$ cat src/rtl/pwr_pkg.sv
// Shared defaults and helpers for the activity counter bank.
package pwr_pkg;

    localparam int unsigned PWR_NCH_DEF = 4;
    localparam int unsigned PWR_CW_DEF  = 32;
    localparam int unsigned PWR_AW_DEF  = 2;
    localparam int unsigned PWR_MAX_CH  = 16;

    function automatic logic addr_in_range(input int unsigned addr, input int unsigned nch);
        return (addr < nch);
    endfunction

endpackage

$ cat src/rtl/pwr_cntr_ch.sv
// One activity channel: toggle detect, counter, sticky overflow.
// Build option PWR_CNTR_SAT_EN: saturate at all-ones instead of wrapping.
module pwr_cntr_ch import pwr_pkg::*; #(
    parameter int CW = PWR_CW_DEF
) (
    input  logic          CLK,
    input  logic          RESET,
    input  logic          iAct,
    input  logic          iEn,
    input  logic          iClr,
    input  logic          iWr,
    input  logic [CW-1:0] iDato,
    output logic [CW-1:0] oCnt,
    output logic          oOvf
);

    logic          r_prev;
    logic          r_armed;
    logic [CW-1:0] r_cnt;
    logic          r_ovf;

    logic          w_toggle;
    logic          w_inc;
    logic          w_at_max;
    logic [CW-1:0] w_next;

    // The first sample after reset only primes r_prev.
    assign w_toggle = r_armed & (iAct ^ r_prev);
    assign w_inc    = iEn & w_toggle;
    assign w_at_max = &r_cnt;

`ifdef PWR_CNTR_SAT_EN
    assign w_next = w_at_max ? r_cnt : r_cnt + CW'(1);
`else
    assign w_next = r_cnt + CW'(1);
`endif

    always_ff @(posedge CLK or posedge RESET) begin
        if (RESET) begin
            r_prev  <= 1'b0;
            r_armed <= 1'b0;
            r_cnt   <= '0;
            r_ovf   <= 1'b0;
        end else begin
            r_prev  <= iAct;
            r_armed <= 1'b1;
            // Priority: clear, then preset, then count.
            if (iClr) begin
                r_cnt <= '0;
                r_ovf <= 1'b0;
            end else if (iWr) begin
                r_cnt <= iDato;
            end else if (w_inc) begin
                r_cnt <= w_next;
                if (w_at_max) begin
                    r_ovf <= 1'b1;
                end
            end
        end
    end

    assign oCnt = r_cnt;
    assign oOvf = r_ovf;

endmodule

$ cat src/rtl/pwr_cntr_bank.sv
// Bank of per-channel activity counters with addressed read/preset port.
// Saturating counters when PWR_CNTR_SAT_EN is defined (see pwr_cntr_ch).
module pwr_cntr_bank import pwr_pkg::*; #(
    parameter int NCH = PWR_NCH_DEF,
    parameter int CW  = PWR_CW_DEF,
    parameter int AW  = PWR_AW_DEF
) (
    input  logic           CLK,
    input  logic           RESET,
    input  logic [NCH-1:0] iAct,
    input  logic           iEn,
    input  logic           iClr,
    input  logic [AW-1:0]  iDir,
    input  logic           iRd,
    input  logic           iWr,
    input  logic [CW-1:0]  iDato,
    output logic [CW-1:0]  oDato,
    output logic           oValid,
    output logic [NCH-1:0] oOvf,
    output logic           oErr
);

    if (NCH < 1 || NCH > int'(PWR_MAX_CH) || (2 ** AW) < NCH) begin : g_bad_cfg
        $error("pwr_cntr_bank: unsupported NCH/AW combination");
    end

    logic [CW-1:0]  w_cnt [NCH];
    logic [NCH-1:0] w_wr_sel;
    logic [CW-1:0]  w_rd_mux;
    logic           w_in_range;

    logic [CW-1:0]  r_dato;
    logic           r_valid;
    logic           r_err;

    assign w_in_range = addr_in_range(int'(iDir), NCH);

    always_comb begin
        w_wr_sel = '0;
        w_rd_mux = '0;
        for (int unsigned i = 0; i < NCH; i++) begin
            if (iDir == AW'(i)) begin
                w_wr_sel[i] = iWr & w_in_range;
                w_rd_mux    = w_cnt[i];
            end
        end
    end

    for (genvar k = 0; k < NCH; k++) begin : g_ch
        pwr_cntr_ch #(.CW(CW)) u_ch (
            .CLK   (CLK),
            .RESET (RESET),
            .iAct  (iAct[k]),
            .iEn   (iEn),
            .iClr  (iClr),
            .iWr   (w_wr_sel[k]),
            .iDato (iDato),
            .oCnt  (w_cnt[k]),
            .oOvf  (oOvf[k])
        );
    end

    // Read data is the pre-edge counter value; a bad address zeroes it.
    always_ff @(posedge CLK or posedge RESET) begin
        if (RESET) begin
            r_dato  <= '0;
            r_valid <= 1'b0;
            r_err   <= 1'b0;
        end else begin
            r_valid <= 1'b0;
            r_err   <= 1'b0;
            if ((iRd | iWr) & ~w_in_range) begin
                r_err  <= 1'b1;
                r_dato <= '0;
            end else if (iRd) begin
                r_dato  <= w_rd_mux;
                r_valid <= 1'b1;
            end
        end
    end

    assign oDato  = r_dato;
    assign oValid = r_valid;
    assign oErr   = r_err;

endmodule

$ cat config.mk
export PLATFORM = sky130hd
export DESIGN_NAME = pwr_cntr_bank
export DESIGN_NICKNAME = d
export VERILOG_FILES = /design/src/rtl/pwr_pkg.sv /design/src/rtl/pwr_cntr_ch.sv /design/src/rtl/pwr_cntr_bank.sv
export SDC_FILE = /design/constraint.sdc
export NUM_CORES = 1
export LEC_CHECK = 0
export CAP_MARGIN = 20
export CORE_ASPECT_RATIO = 1.2
export CORE_MARGIN = 1
export CORE_UTILIZATION = 50
export CTS_CLUSTER_SIZE = 30
export DETAILED_ROUTE_END_ITERATION = 8
export GPL_ROUTABILITY_DRIVEN = 0
export PLACE_DENSITY = 0.7
export SETUP_SLACK_MARGIN = 0.4
export SLEW_MARGIN = 20
export SYNTH_ARGS = -nofsm -noshare
export SYNTH_HDL_FRONTEND = slang
export SYNTH_SLANG_ARGS = --single-unit
$ cat constraint.sdc
create_clock -name CLK -period 6.9 [get_ports CLK]
set_input_delay 1.38 -clock CLK [delete_from_list [all_inputs] [get_ports CLK]]
set_output_delay 1.38 -clock CLK [all_outputs]
set_load 0.02 [all_outputs]
[After elaboration in Yosys (flattened, before gate mapping)]
Index checks and enable logic that the tools add are counted.
Word-level totals
  output and inout bits: 38
  word-level logic and storage cells: 96
  register bits: 170
  bits of input ports: 44
Cells by class
  bitwise operators: 12
  $add $sub $neg: 4
  equality and inequality tests: 7
  multiplexer cells: 37
  reduce and logical (&&, ||, !) cells: 21
Operators by type and width (count)
  $mux W32: 16
  $add A32 B1 Y32 const B: 4
  $reduce_and A32 Y1: 4
  $mux W1: 21
  $reduce_bool A2 Y1: 8
  $reduce_and A3 Y1: 4
  $reduce_bool A3 Y1: 4
  $and A1 B1 Y1: 8
  $ne A2 B2 Y1 const B: 4
  $eq A2 B2 Y1 const B: 2
  $xor A1 B1 Y1: 4
  $eq A2 B1 Y1 const B: 1
  $logic_not A2 Y1: 1

[Logic depth before layout (Yosys ltp)]
  word-level depth: 6
  mapped depth: 8
  gate-level depth less buffers: 6

[By module]
Synthesis repeated with hierarchy kept, for this count alone.
Unflattened totals
  cell total of the unflattened synthesis: 1298
  area, all modules: 11449.7 um^2
Modules (own cells, without submodules)
  pwr_cntr_ch (g_ch[1].u_ch ...): area an instance 2328.5 um^2, instances 3, seq. area each 875.8 um^2, cells an instance 278
  pwr_cntr_ch (g_ch[0].u_ch): area an instance 2332.2 um^2, instances 1, seq. area each 875.8 um^2, cells an instance 276
  pwr_cntr_bank: area an instance 2132.0 um^2, instances 1, seq. area each 825.8 um^2, cells an instance 188

[Worst setup path after synthesis]
OpenSTA, ideal clock, no wires.
  kind: input to register
  start: input port iAct[3]
  end: register g_ch[3].u_ch.r_cnt[26]
  data required time: 6.801 ns
  path slack: 3.539 ns
  arrival: 3.262 ns
  buffers on the path: 2
  stages on the path: 7
  setup time: 0.099 ns
  cell sequence: xnor2_1 -> or3_1 -> buf_6 -> or4_1 -> buf_2 -> or3_1 -> a311oi_1
On the way
  longest elaborated chain between the ends: 4
RTL lines
  start, declared: RTL line pwr_cntr_bank.sv:10  | input logic [NCH-1:0] iAct,
  $xor A1 B1 Y1: RTL line pwr_cntr_ch.sv:28  | assign w_toggle = r_armed & (iAct ^ r_prev);
  $and A1 B1 Y1: RTL line pwr_cntr_ch.sv:28
  $and A1 B1 Y1: RTL line pwr_cntr_ch.sv:29  | assign w_inc = iEn & w_toggle;
  $reduce_bool A3 Y1 (no line)
  end signal, assigned: RTL line pwr_cntr_ch.sv:52  | r_cnt <= iDato;
  end signal, assigned: RTL line pwr_cntr_ch.sv:54  | r_cnt <= w_next;
  end, declared: RTL line pwr_cntr_ch.sv:19  | logic [CW-1:0] r_cnt;
Every way passes these cells.
A chain may end at the register's enable or synchronous reset.

[Final worst setup path]
  start: input port iEn
  end: register g_ch[2].u_ch.r_cnt[29]
On the way
  longest elaborated chain between the ends: 2
RTL lines
  start, declared: RTL line pwr_cntr_bank.sv:11  | input logic iEn,
  $and A1 B1 Y1: RTL line pwr_cntr_ch.sv:29
  $reduce_bool A3 Y1 (no line)
  end signal, assigned: RTL line pwr_cntr_ch.sv:52
  end signal, assigned: RTL line pwr_cntr_ch.sv:54
  end, declared: RTL line pwr_cntr_ch.sv:19
Every way passes these cells.

==> flow_summary.ini <==
[timing]
worst_slew_pin_slew_ps = 1090
skew_ps = 9.67
hold-worst-slack_ps = 504
finalHoldViolations = 0
finalCritPeriodShare_pct = 56.9
rsz0062_at_grt = false
clock.fmax_ghz = 0.255
relSlewSlack_pct = 26.5
fin_crit_ps = 3930
setup_viol = 0
tns_ps = 0
maxSlewViolCount = 0

[yosys]
synthTopCellsByArea = dfrtp_1 42%, mux4_2 7.2%, a211oi_1 7.1%
ys_seq_area_share_pct = 42.4
synth_edf_count = 0
syn_inst = 1019
async_flop_share_pct = 100
synthesis.nets = 1067
netlist.area_leader.share_pct = 42.4
yosys_warnings = 0
synthFlopType = dfrtp_1
syn_avg_cell_area_um2 = 9.86
synth_top_area_cell = dfrtp_1
syn-cell-area_um2 = 10000
synthDistinctLibCells = 47
ys_ff_latch = 170

[status]
status = complete, no violations

[global_route]
antenna_found_initial = 0
grt_usage_pct = 29.0
grt_pass1_vias = 8061
grt_pass1_wl_mm = 45.9
grt_max_degree = 84
gr-total-overflow = 0

[hold_path]
holdPathStages = 1
whs_endpoint = oDato[12]
hp-class = reg2reg
min-delay-start = oDato[12]

[final_layout]
drive_gt1_share_pct = 11.2
layout_commonest_cell = dfrtp_1
syn_to_final_growth_pct = 15.2
antennaDiodeCount = 0
final_cell_mix = 170 x dfrtp_1, 138 x nor2_1, 95 x a211oi_1
postLayoutCoreUtil_pct = 59.0
finish.instance_area_um2 = 11600
fin_cells = 1328
layout.nets = 1103

[placed_design]
place_hpwl_mm = 19.5
post-place-cells = 1295
placedInstanceArea_um2 = 10900
io_buffers = 80

[clock_tree]
ctsHtreeMaxLevel = 4
clock_latency_ps = 430
hold_buffers = 0
root_buffer = clkbuf_16
clk_pin_slew_ps = 60
cts_buffer_depth = 2
cts_setup_buffers = 0
cts_made_buffers = 17
cts.repair.resized = 0
cts_tree = done
cts.sinks = 170

[pwr]
pwr_density_cell_nw_per_um2 = 211
leakage_uw = 0.00429
vdd_drop_max_uv = 160

[worst_setup_path]
worst_r2r_endpoint = g_ch[0].u_ch.oCnt[26]
crit_arrival_ps = 4240
critical_path.startpoint = iEn
cp-start-kind = input port
ff2ff_setup_slack_ps = 3820
timing.rr.start = g_ch[0].u_ch.oCnt[4]
path_class = in2reg
path_max_fanout = 10
r2r_cells = 5
crit_path_end_kind = flop
required_ps = 7210

[die]
die_x_um = 131
rows = 56
io_pins = 82
die_h_um = 157
dieArea_um2 = 20700
start_util_pct = 51.2
fp.coreArea_um2 = 19600

[drt]
wl_per_cell_um = 21.6
antenna_left = 0
firstDrtPassIters = 5
drt_iter0_markers = 915
via_per_inst = 6.41
wl_mm = 28.7
dr_total_vias = 8519
drc = 0

[flow_run]
maxCapViolations = 0
==> how the worst max path moves through the flow <==
stage	slack [ps]	cells past startpoint	to
floorplan	920	1	g_ch[0].u_ch.oCnt[0]
global placement	2560	6	g_ch[1].u_ch.oCnt[31]
detailed placement	2470	6	g_ch[1].u_ch.oCnt[31]
CTS	2920	6	g_ch[1].u_ch.oCnt[31]
global route	2820	6	g_ch[1].u_ch.oCnt[26]
finish	2970	6	g_ch[2].u_ch.oCnt[29]
==> flip-flops by register name (all words and copies together) (netlist names) <==
register,count
g_ch.u_ch.oCnt,128
oDato,32
oValid,1
g_ch.u_ch.r_armed,1
g_ch.u_ch.oOvf,4
g_ch.u_ch.r_prev,4
==> Yosys cell counts, drive strengths merged (2+ instances only) <==
cell type / number
a21oi: 2
and2: 7
and4: 18
nand4: 37
mux4: 32
buf: 15
clkbuf: 61
or2: 2
dfrtp: 170
nor3: 33
a211oi: 95
xor2: 29
o31ai: 8
or3: 22
nor4: 29
o21ai: 21
nor3b: 6
ha: 4
inv: 19
and3: 11
nor4b: 4
nor2: 138
or4: 12
a311oi: 28
mux2i: 4
nand3: 44
conb: 2
nand3b: 7
xnor2: 70
nand2: 52
mux2: 32
==> critical path: stages <==
cell             delay [ps]
clkdlybuf4s50_1         630
nand3_1                 220
nor3_2                  610
nand4_1                 480
or4_1                   550
a311oi_1                340
==> cell families (layout without fill, tap and decap cells) <==
group                    after synthesis  after routing  synth area share, %
buffers and inverters                 95            143                 3.84
AO/OA/AOI/OAI                        157            157                 11.5
other                                  2              2               0.0748
adder cells (fa/ha/maj)                4              4                0.498
flip-flops                           170            170                 42.4
XOR/XNOR                              99             99                 8.63
AND/OR/NAND/NOR                      424            424                 21.9
multiplexers                          68             68                 11.2
==> cell type report <==
class / instances / area [um^2]
fillers: 1673 / 8050
multi-input cells: 754 / 5410
flip-flops and latches: 170 / 4250
repair buffers: 93 / 892
clock buffers: 24 / 472
well taps: 261 / 327
clock inverters: 7 / 140
inverters: 19 / 76.3
==> metal layers <==
metal / track usage [%] / up-vias / share of wire, %
li1: - / 3883 / -
met1: 38.6 / 4190 / 42
met2: 47.9 / 386 / 49
met3: 4.70 / 60 / 7.1
met4: 11.0 / 0 / 2.7
met5: 0 / - / 0
==> report_power, final <==
group          switching, uW  total, uW  internal [uW]
Sequential              70.0       1120           1050
Clock                    395       1020            623
Combinational            161        300            139
==> stage by stage <==
| step | setup WS, ps | power (uW) |
|---|---|---|
| after floorplan | 917 | 1310 |
| after global placement | 2560 | 1430 |
| after detailed placement | 2470 | 1440 |
| after CTS | 2920 | 2450 |
| after global routing | 2820 | 2530 |
| final | 2970 | 2440 |
No activity file was read; power rests on OpenSTA's default activity.
